==> src/rtl/input_debouncer.sv <==
// input_debouncer: synchronizes and debounces an asynchronous raw input into a clean level with rise/fall pulses.
// Optional rejected-change counter (glitch_cnt_o) is built when GLITCH_COUNT_EN is defined.
module input_debouncer #(
    parameter int SYNC_STAGES     = 2,
    parameter int DEBOUNCE_CYCLES = 4,
    parameter int CNT_W           = 8,
    parameter int GLITCH_W        = 8
) (
    input  logic                clk,
    input  logic                reset,
    input  logic                raw_i,
    input  logic                en_i,
    output logic                level_o,
    output logic                rise_o,
    output logic                fall_o,
    output logic                busy_o
`ifdef GLITCH_COUNT_EN
    ,
    output logic [GLITCH_W-1:0] glitch_cnt_o
`endif
);
    typedef enum logic [1:0] {STABLE_LO, CHK_HI, STABLE_HI, CHK_LO} state_t;

    localparam logic [CNT_W-1:0] CNT_LAST = CNT_W'(DEBOUNCE_CYCLES - 1);

    if (SYNC_STAGES < 2 || SYNC_STAGES > 4 || DEBOUNCE_CYCLES < 2 ||
        DEBOUNCE_CYCLES > (2 ** CNT_W) - 1 || GLITCH_W < 1) begin : g_bad_params
        $error("input_debouncer: illegal parameter combination");
    end

    state_t                 r_state;
    logic [SYNC_STAGES-1:0] r_sync;
    logic [CNT_W-1:0]       r_cnt;
    logic                   r_level;
    logic                   r_rise;
    logic                   r_fall;
    logic                   w_sync_s;
    logic                   w_last;

    assign w_sync_s = r_sync[SYNC_STAGES-1];
    assign w_last   = (r_cnt == CNT_LAST);
    assign level_o  = r_level;
    assign rise_o   = r_rise;
    assign fall_o   = r_fall;
    assign busy_o   = (r_state == CHK_HI) || (r_state == CHK_LO);

    always_ff @(posedge clk or negedge reset) begin
        if (!reset) r_sync <= '0;
        else        r_sync <= {r_sync[SYNC_STAGES-2:0], raw_i};
    end

    // Any exit from a checking state clears the counter, so it never saturates.
    always_ff @(posedge clk or negedge reset) begin
        if (!reset) begin
            r_state <= STABLE_LO;
            r_cnt   <= '0;
            r_level <= 1'b0;
            r_rise  <= 1'b0;
            r_fall  <= 1'b0;
        end else begin
            r_rise <= 1'b0;
            r_fall <= 1'b0;
            case (r_state)
                STABLE_LO: if (en_i && w_sync_s) begin
                    r_state <= CHK_HI;
                    r_cnt   <= CNT_W'(1);
                end
                CHK_HI: if (!en_i || !w_sync_s) begin
                    r_state <= STABLE_LO;
                    r_cnt   <= '0;
                end else if (w_last) begin
                    r_state <= STABLE_HI;
                    r_cnt   <= '0;
                    r_level <= 1'b1;
                    r_rise  <= 1'b1;
                end else begin
                    r_cnt <= r_cnt + 1'b1;
                end
                STABLE_HI: if (en_i && !w_sync_s) begin
                    r_state <= CHK_LO;
                    r_cnt   <= CNT_W'(1);
                end
                CHK_LO: if (!en_i || w_sync_s) begin
                    r_state <= STABLE_HI;
                    r_cnt   <= '0;
                end else if (w_last) begin
                    r_state <= STABLE_LO;
                    r_cnt   <= '0;
                    r_level <= 1'b0;
                    r_fall  <= 1'b1;
                end else begin
                    r_cnt <= r_cnt + 1'b1;
                end
                default: r_state <= STABLE_LO;
            endcase
        end
    end

`ifdef GLITCH_COUNT_EN
    logic [GLITCH_W-1:0] r_glitch;
    logic                w_glitch;

    // Only a reverting sample counts as a glitch; en_i aborts are not rejections.
    assign w_glitch     = en_i && (((r_state == CHK_HI) && !w_sync_s) ||
                                   ((r_state == CHK_LO) && w_sync_s));
    assign glitch_cnt_o = r_glitch;

    always_ff @(posedge clk or negedge reset) begin
        if (!reset)                             r_glitch <= '0;
        else if (w_glitch && (r_glitch != '1)) r_glitch <= r_glitch + 1'b1;
    end
`endif

endmodule
==> config.mk <==
export PLATFORM = sky130hd
export DESIGN_NAME = input_debouncer
export DESIGN_NICKNAME = d
export VERILOG_FILES = /design/src/rtl/input_debouncer.sv
export SDC_FILE = /design/constraint.sdc
export NUM_CORES = 1
export LEC_CHECK = 0
export ABC_AREA = 1
export CAP_MARGIN = 20
export CELL_PAD_IN_SITES_DETAIL_PLACEMENT = 1
export CELL_PAD_IN_SITES_GLOBAL_PLACEMENT = 1
export CORE_ASPECT_RATIO = 0.6
export CORE_MARGIN = 10
export CORE_UTILIZATION = 36
export DETAILED_ROUTE_END_ITERATION = 7
export PLACE_DENSITY = 0.72
export SLEW_MARGIN = 10
export SYNTH_ARGS = -nofsm -noshare
export SYNTH_HDL_FRONTEND = slang
export SYNTH_SLANG_ARGS = --single-unit
==> constraint.sdc <==
create_clock -name clk -period 1.1 [get_ports clk]
set_input_delay 0.11 -clock clk [delete_from_list [all_inputs] [get_ports clk]]
set_output_delay 0.11 -clock clk [all_outputs]
set_load 0.005 [all_outputs]
After elaboration in Yosys (flattened, before gate mapping) --
Index checks and enable logic that the tools add are counted.
Storage, ports and cells: flip-flop bits (word level) 15, latch bits 0, bits in writable memories 0, memory bits (read-only) 0, bits of input ports 4, output and inout bits 4, word-level logic and storage cells 54, memories kept 0
Cells by class: $add $sub $neg 1, $mul 0, divide/modulo/power cells 0, magnitude comparators 0, equality and inequality tests 12, shift operators 0, muxes and demuxes 23, bitwise gates (word level) 0, reductions and logical operators 12
Operator list (number):
- $mux 8 | 5
- $pmux 8 s4 | 1
- $mux 2 | 6
- $ne 2x2->1 const B | 6
- $mux 1 | 9
- $add 8x1->8 const B | 1
- $eq 8x2->1 const B | 1
- $pmux 2 s4 | 1
- $ne 3x2->1 const B | 2
- $reduce_and 5->1 | 1
- $eq 2x2->1 const B | 2
- $reduce_and 4->1 | 1
- $logic_or 1x1->1 | 3
- $eq 2x1->1 const B | 1
- $logic_and 1x1->1 | 2
- $logic_not 1->1 | 2
- $logic_not 2->1 | 1
- $pmux 1 s2 | 1
- $reduce_and 2->1 | 1
- $reduce_bool 2->1 | 1

Longest topological paths before layout --
Gate-level depths: netlist (run 1).
word-level depth 4, depth in mapped cells 9, mapped depth without buffers 9

Worst setup path before layout (run 1) --
OpenSTA, ideal clock, no wires.
path type reg-to-reg, start point register r_cnt[0], end point register r_level, in the netlist level_o, library setup time 131 ps, arrival 1063 ps, data required time 969 ps, setup slack -94 ps, cell stages (with the launch flop) 5, buffers on the path 0, clock period less this slack 1194 ps, cells stage by stage dfrtp_1 > ha_1 > nand4_2 > o21ai_0 > o21ai_0
Between the ends: longest elaborated chain between the ends 3, elaborated cells between the ends (all ways) 4, those cells by class eq/ne (3); reduce/logical (1)
RTL lines:
- start, declared | line 33 | logic [CNT_W-1:0] r_cnt;
- start signal, assigned | line 77 | r_cnt <= r_cnt + 1'b1;
- start signal, assigned | line 92 | r_cnt <= r_cnt + 1'b1;
- $eq 8x2->1 (*) | line 41 | assign w_last = (r_cnt == CNT_LAST);
- $ne 2x2->1 (no line)
- $reduce_and 5->1 (no line) (*)
- end signal, assigned | line 57 | r_level <= 1'b0;
- end signal, assigned | line 74 | r_level <= 1'b1;
- end signal, assigned | line 89 | r_level <= 1'b0;
- end, declared | line 34 | logic r_level;
Every way passes the cells marked *; elsewhere a longest branch is shown, timed or not. A chain may end at the register's enable or synchronous reset.

Final worst setup path (run 1) --
start point register r_state[1], end point register r_state[1]
Between the ends: longest elaborated chain between the ends 3, elaborated cells between the ends (all ways) 10, those cells by class eq/ne (7); mux (1); reduce/logical (2)
RTL lines:
- start, declared | line 31 | state_t r_state;
- start signal, assigned | line 55 | r_state <= STABLE_LO;
- start signal, assigned | line 65 | r_state <= CHK_HI;
- start signal, assigned | line 69 | r_state <= STABLE_LO;
- $eq 2x2->1 (tied with other cells) | line 63 | case (r_state)
- $ne 3x2->1 (no line) / $ne 2x2->1 (equally long branches)
- $reduce_and 4->1 (no line)
Several ways; a longest one is shown, not always the timed one.

==> metrics.log, run 1 <==
INFO  metric clock_slew_at_the_register_clock_pins_of_the_worst_setup_and_hold_paths = 0.07 ns
INFO  metric pwr-share-seq = 0.319
INFO  metric maxCapViolCount = 0
INFO  metric critical_path.startpoint_type = flip-flop
INFO  metric fillers = approximately 260
INFO  metric violations = setup timing
INFO  metric maximum_number_of_pins_on_one_net_before_global_route_repair = 16
INFO  metric die_width = 81.4 um
INFO  metric ctsHtreeMaxLevel = 1
INFO  metric fin_crit = 1.24 ns
INFO  metric required = 1.29 ns
INFO  metric drc_errors = 0
INFO  metric dp_hpwl = 1900 um
INFO  metric vias_per_cell = about 4.8
INFO  metric instance_count_after_placement_with_tap_cells_included = 159
INFO  metric placement.io_buffers = 7
INFO  metric dp_slack = -0.275 ns
INFO  metric first_global_vias = approximately 860
INFO  metric critPathLaunch = r_state[1]
INFO  metric p_leak = 0.616 nW
INFO  metric globalRoute.totalOverflow = 0
INFO  metric synth_seq_area_share = 0.461
INFO  metric detail_route.first_pass.iterations = 4
INFO  metric report.final.slew_viol_count = 0
INFO  metric std_cell_rows = 13
INFO  metric globalRouteTotalUtil = 0.121
INFO  metric worst_path_max_delay_cell = sky130_fd_sc_hd__dfrtp_2
INFO  metric power.combinational.fraction = 0.497
INFO  metric vias = 835
INFO  metric worstReg2RegStart = r_state[1]
INFO  metric ir_worst_vdd = around 1.2 mV
INFO  metric post_synth_inst_count = approximately 110
INFO  metric synth_warnings = 0
INFO  metric gp_congestion = 0.833
INFO  metric grt_antenna_before_repair = 0
INFO  metric worstHoldPathType = in2async
INFO  metric cts_inserted_buffers = 3
INFO  metric fmaxAchievable = 803 MHz
INFO  metric clkPwrFrac = 0.184
INFO  metric worstMarginPinSlew = 0.248 ns
INFO  metric area_growth = 55.6%
INFO  metric routed_wl = about 2700 um
INFO  metric worst_ep_arrival_time = 1.44 ns
INFO  metric routed_wire_length_per_instance = 15.5 um
INFO  metric dieHeight = 56.8 um
INFO  metric final_layout_size_suffix_gt1_frac = 0.483
INFO  metric synth_cell_type_count = 18
INFO  metric critPathKind = reg2reg
INFO  metric timing.final.crit_share = 1.13
INFO  metric timing.critical_path.to_type = flip-flop
INFO  metric final_critical_path_setup_slack = -0.145 ns
INFO  metric clkLatencyLatePin = approximately 0.25 ns
INFO  metric power_spent_charging_and_discharging_nets = 0.966 mW
INFO  metric cell_internal_pwr = 1.52 mW
INFO  metric nNetsFinal = 149
INFO  metric reg2reg_slack = -0.14 ns
INFO  metric crit_top_cell = sky130_fd_sc_hd__nand2_1
INFO  metric critical_path.max_fanout = 7
INFO  metric ctsLongestPathBuffers = 2
INFO  metric critPathCapture = r_state[1]
INFO  metric crit_chain = inv_2, nor2_2, nand2_2, nand2_4, buf_6, a21oi_4, nand2_1, nand2_1
INFO  metric synth_top_cell_by_area = sky130_fd_sc_hd__dfrtp_1
INFO  metric ios = 8
INFO  metric timing.reg2reg.worst_path_depth = 8
INFO  metric finClkSkew = about 0.0068 ns
INFO  metric synth.ff_latch_count = 15
INFO  metric grt_setup_unrepaired = yes
INFO  metric p_per_area = 1960 nW/um^2
INFO  metric netSwitchingFraction = 0.388
INFO  metric syn-mean-instance-area = ~7.7 sq um
INFO  metric slew-limit-headroom = 0.833
INFO  metric tritoncts_clock_tree = done
INFO  metric fp.dieArea = 4630 sq um
INFO  metric cts_hold_fix_bufs = 0
INFO  metric timing.rr.end = r_state[1]
INFO  metric cts.root.buffer_cell = sky130_fd_sc_hd__clkbuf_8
INFO  metric grt_first_pass_wirelength = 4310 um
INFO  metric synth_nets = 111
INFO  metric finalHoldViolations = 0
INFO  metric finalSetupViolations = 11
INFO  metric core_area = 2160 sq um
INFO  metric cts_sinks = 15
INFO  metric syn_area = 815 sq um
INFO  metric outcome = finished with violations
INFO  metric cpPeakStageDelay = about 0.45 ns
INFO  metric final_cells = ~170
INFO  metric n_antenna_cell = 0
INFO  metric synth_top_cells_by_area = sky130_fd_sc_hd__dfrtp_1 46%, sky130_fd_sc_hd__nand2_1 12%, sky130_fd_sc_hd__nor2_1 7.8%
INFO  metric detail-route-antenna-nets = 0
INFO  metric netlist.area_leader.share = 0.461
INFO  metric start_util = 0.377
INFO  metric drt_iter0_drc = 30
## routing by layer
metal  track usage  wire, um
met1         0.153      1250
met4        0.0319        48
met3        0.0349        74
met2         0.193      1300
met5             0         0
## power by group through the flow
stage / Sequential (mW) / Combinational (mW) / Clock (mW)
floorplan: 0.751 / 0.534 / 0
global placement: 0.774 / 0.899 / 0
detailed placement: 0.780 / 0.948 / 0
CTS: 0.770 / 1.09 / 0.474
global route: 0.812 / 1.35 / 0.497
finish: 0.793 / 1.24 / 0.459
## final cells by class
type,count,area [sq um],share of cell area
Clock buffer,4,45.0,0.0355
Inverter,16,62.6,0.0494
Sequential cell,15,380,0.300
Timing Repair Buffer,34,290,0.229
Multi-Input combinational cell,74,452,0.356
Tap cell,30,37.5,0.0296
## synthesized netlist by cell type, drive strengths merged
library cell / count
a22o: 1
ha: 1
dfrtp: 15
nand3: 6
buf: 1
a21oi: 3
nand4: 5
inv: 16
nor2: 19
nand2: 34
o21ai: 5
## flip-flops by register name (all words and copies together), names as in the netlist
name / cells
r_cnt: 8
r_state: 2
r_sync: 2
fall_o: 1
level_o: 1
rise_o: 1
## how the worst min path moves through the flow
stage	start	end	slack, ns	depth (start not counted)
after detailed placement	r_sync[0]	r_sync[1]	0.34	0
after floorplan	reset	fall_o	-0.19	0
after global routing	reset	r_sync[1]	0.20	2
final	reset	r_cnt[3]	0.18	2
after global placement	r_sync[0]	r_sync[1]	0.33	0
after CTS	reset	r_state[1]	0.19	2
## cells in the final DEF (no fill, tap or decap)
cell / synthesis / final
sky130_fd_sc_hd__dfrtp_1: 15 / 11
sky130_fd_sc_hd__nor2_1: 17 / 8
sky130_fd_sc_hd__o21ai_0: 5 / 3
sky130_fd_sc_hd__clkbuf_1: 0 / 1
sky130_fd_sc_hd__nand3_1: 6 / 4
sky130_fd_sc_hd__inv_1: 14 / 12
sky130_fd_sc_hd__o21ai_1: 0 / 2
sky130_fd_sc_hd__buf_4: 0 / 21
sky130_fd_sc_hd__dlygate4sd2_1: 0 / 4
sky130_fd_sc_hd__nand3_2: 0 / 2
sky130_fd_sc_hd__dfrtp_2: 0 / 4
sky130_fd_sc_hd__nand2_4: 2 / 2
sky130_fd_sc_hd__nand2_1: 27 / 20
sky130_fd_sc_hd__inv_2: 1 / 3
sky130_fd_sc_hd__buf_6: 0 / 6
sky130_fd_sc_hd__nand4_4: 0 / 1
sky130_fd_sc_hd__nor2_2: 2 / 10
sky130_fd_sc_hd__nand4_1: 4 / 4
sky130_fd_sc_hd__clkdlybuf4s50_1: 0 / 3
sky130_fd_sc_hd__inv_4: 1 / 1
sky130_fd_sc_hd__nor2_4: 0 / 1
sky130_fd_sc_hd__a22o_1: 1 / 1
sky130_fd_sc_hd__a21oi_2: 0 / 1
sky130_fd_sc_hd__nand2_2: 5 / 12
sky130_fd_sc_hd__a21oi_4: 1 / 1
sky130_fd_sc_hd__a21oi_1: 2 / 1
sky130_fd_sc_hd__ha_4: 0 / 1
sky130_fd_sc_hd__clkbuf_8: 0 / 3
## kinds of logic after synthesis
group	Yosys count	share of synthesized area
adder cells (fa/ha/maj)	1	0.0154
AND/OR/NAND/NOR	64	0.367
AO/OA/AOI/OAI	9	0.0737
flip-flops	15	0.461
buffers and inverters	17	0.0829
## worst max-delay path, delay by kind of cell (launching register included)
family,cells,cell delay [ns]
buf+inv,2,0.21
simple gates,5,0.36
compound gates,1,0.17
flops,1,0.45
## stage by stage
| step | utilization | power [mW] | setup TNS [ns] | cell area [sq um] | hold slack [ns] |
|---|---|---|---|---|---|
| floorplan | - | 1.28 | 0 | 838 | -0.186 |
| global route | 0.586 | 2.65 | -1.86 | 1270 | 0.199 |
| CTS | 0.556 | 2.34 | -1.09 | 1200 | 0.190 |
| global placement | 0.494 | 1.67 | -2.07 | 1070 | 0.332 |
| finish | 0.586 | 2.49 | -1.03 | 1270 | 0.183 |
| detailed placement | 0.494 | 1.73 | -2.58 | 1070 | 0.341 |
## repair_timing
item / 4_1_cts / 5_1_grt
pin swaps: 10 / 12
resized for setup: 24 / 13
setup buffers: 5 / 5
gates cloned: 0 / 0
endpoints found under the setup margin: 16 / 14
No activity file was read; power rests on OpenSTA's default activity.
==> run 2, diff against run 1 <==
GPL_ROUTABILITY_DRIVEN = 0   (was default)
==> results of run 2 <==
The final DEF is identical to that of run 1; final timing and power are the same.
==> variant (settings of run 2) <==
Put one more register stage on the output `level_o`, cleared by the reset. The value now appears one clock later. The other outputs are not delayed to match.
--- a/src/rtl/input_debouncer.sv
+++ b/src/rtl/input_debouncer.sv
@@ -39,7 +39,13 @@
 
     assign w_sync_s = r_sync[SYNC_STAGES-1];
     assign w_last   = (r_cnt == CNT_LAST);
-    assign level_o  = r_level;
+    always_ff @(posedge clk or negedge reset) begin
+        if (!reset) begin
+            level_o <= '0;
+        end else begin
+            level_o <= r_level;
+        end
+    end
     assign rise_o   = r_rise;
     assign fall_o   = r_fall;
     assign busy_o   = (r_state == CHK_HI) || (r_state == CHK_LO);
Behaviour: not the same (a bounded check fails within 10 cycles, from zero or initial values and one cycle with reset low).
==> variant against run 2 <==
The flow still finishes with violations (setup timing); total power grew 5.9%; cell count is 2.9% lower; utilization is 0.30 points lower; area after synthesis grew 3.1%; wire length increased by 6.4%; critical path depth is the same; clock power up 18%; worst setup slack worse by 0.0094 ns; sequential cell count is 1 higher; cell area is 0.99% higher; critical path type unchanged; critical endpoint is now r_cnt[7]$_DFFE_PN0P_.
==> variant: results (changes against run 2) <==
[global_routing]
globalRouteTotalUtil_pct=11.5  ; was 12.1%
grt_use_met3_pct=3.91  ; was 3.49%
gr-usage-met2_pct=17.3  ; was 19.3%
grt_max_degree=17  ; was 16

[setup_path]
cp_max_fo=6  ; was 7
critical_path.top_delay_family=simple AND/OR/NAND/NOR gates  ; was flip-flops
crit_path_end=r_cnt[7]$_DFFE_PN0P_  ; was r_state[1]$_DFFE_PN0P_

[detailed_routing]
via_count=826  ; was 835
routedWlPerCell_um=16.9  ; was 15.5 um
met3_length_um=75  ; was 74 um
route.met2.wl_mm=1.37  ; was 1.30 mm
wire_length_the_detailed_router_placed_on_met1_mm=1.38  ; was 1.25 mm

[logic_synthesis]
netlist_top_cells_count=27 x sky130_fd_sc_hd__nand2_1, 17 x sky130_fd_sc_hd__nor2_1, 16 x sky130_fd_sc_hd__dfrtp_1  ; was 27 x sky130_fd_sc_hd__nand2_1, 17 x sky130_fd_sc_hd__nor2_1, 15 x sky130_fd_sc_hd__dfrtp_1
synthesis.nets=112  ; was 111
syn_area_per_cell_um2=7.85  ; was 7.68 um2

[place]
placed_cells_incl_taps=157  ; was 159
dp.final_hpwl_mm=1.84  ; was 1.90 mm

[timing]
fin_hold_ws_ns=0.187  ; was 0.183 ns
postLayoutSetupSlackWorst_ns=-0.154  ; was -0.145 ns
finalSetupViolations=14  ; was 11
tightest_slew_ns=0.224  ; was 0.248 ns
setup_clock_skew_after_layout_ns=0.00331  ; was 0.00679 ns

[cells_and_area]
final.fill_count=266  ; was 257
utilization_pct=58.3  ; was 58.6%

[power_and_ir_drop]
power.leakage_nw=0.632  ; was 0.616 nW
power_switching_share_pct=39.3  ; was 38.8%
worst_ir_drop_vdd_mv=1.44  ; was 1.23 mV
comb_power_share_pct=47.8  ; was 49.7%

[status]
outcome=finished with violations  ; unchanged
violations=setup timing  ; unchanged

-- variant: cell count changes in the layout (fill, tap and decap cells not counted), sizes merged --
cell | before | now
buf | 27 | 21
dfrtp | 15 | 16
-- variant: cell type report --
cell class / instances / share of cell area [%]
clock buffers: 4 / 4.30
inverters: 16 / 5.28
multi-input cells: 74 / 36.8
flip-flops and latches: 16 / 31.6
well taps: 30 / 2.93
repair buffers: 28 / 19.2
-- variant: timing repair --
| action | CTS | global route |
|---|---|---|
| pin swaps | 7 | 16 |
| gates cloned | 0 | 0 |
| setup endpoints to repair | 16 | 13 |
| gates resized for setup | 19 | 19 |
| setup buffers | 2 | 5 |
-- variant: kinds of logic after synthesis --
| logic type | count (synthesis) | synth area share [%] |
|---|---|---|
| fa+ha+maj | 1 | 1.49 |
| buf+inv | 17 | 8.05 |
| flops | 16 | 47.7 |
| compound gates | 9 | 7.15 |
| simple gates | 64 | 35.6 |
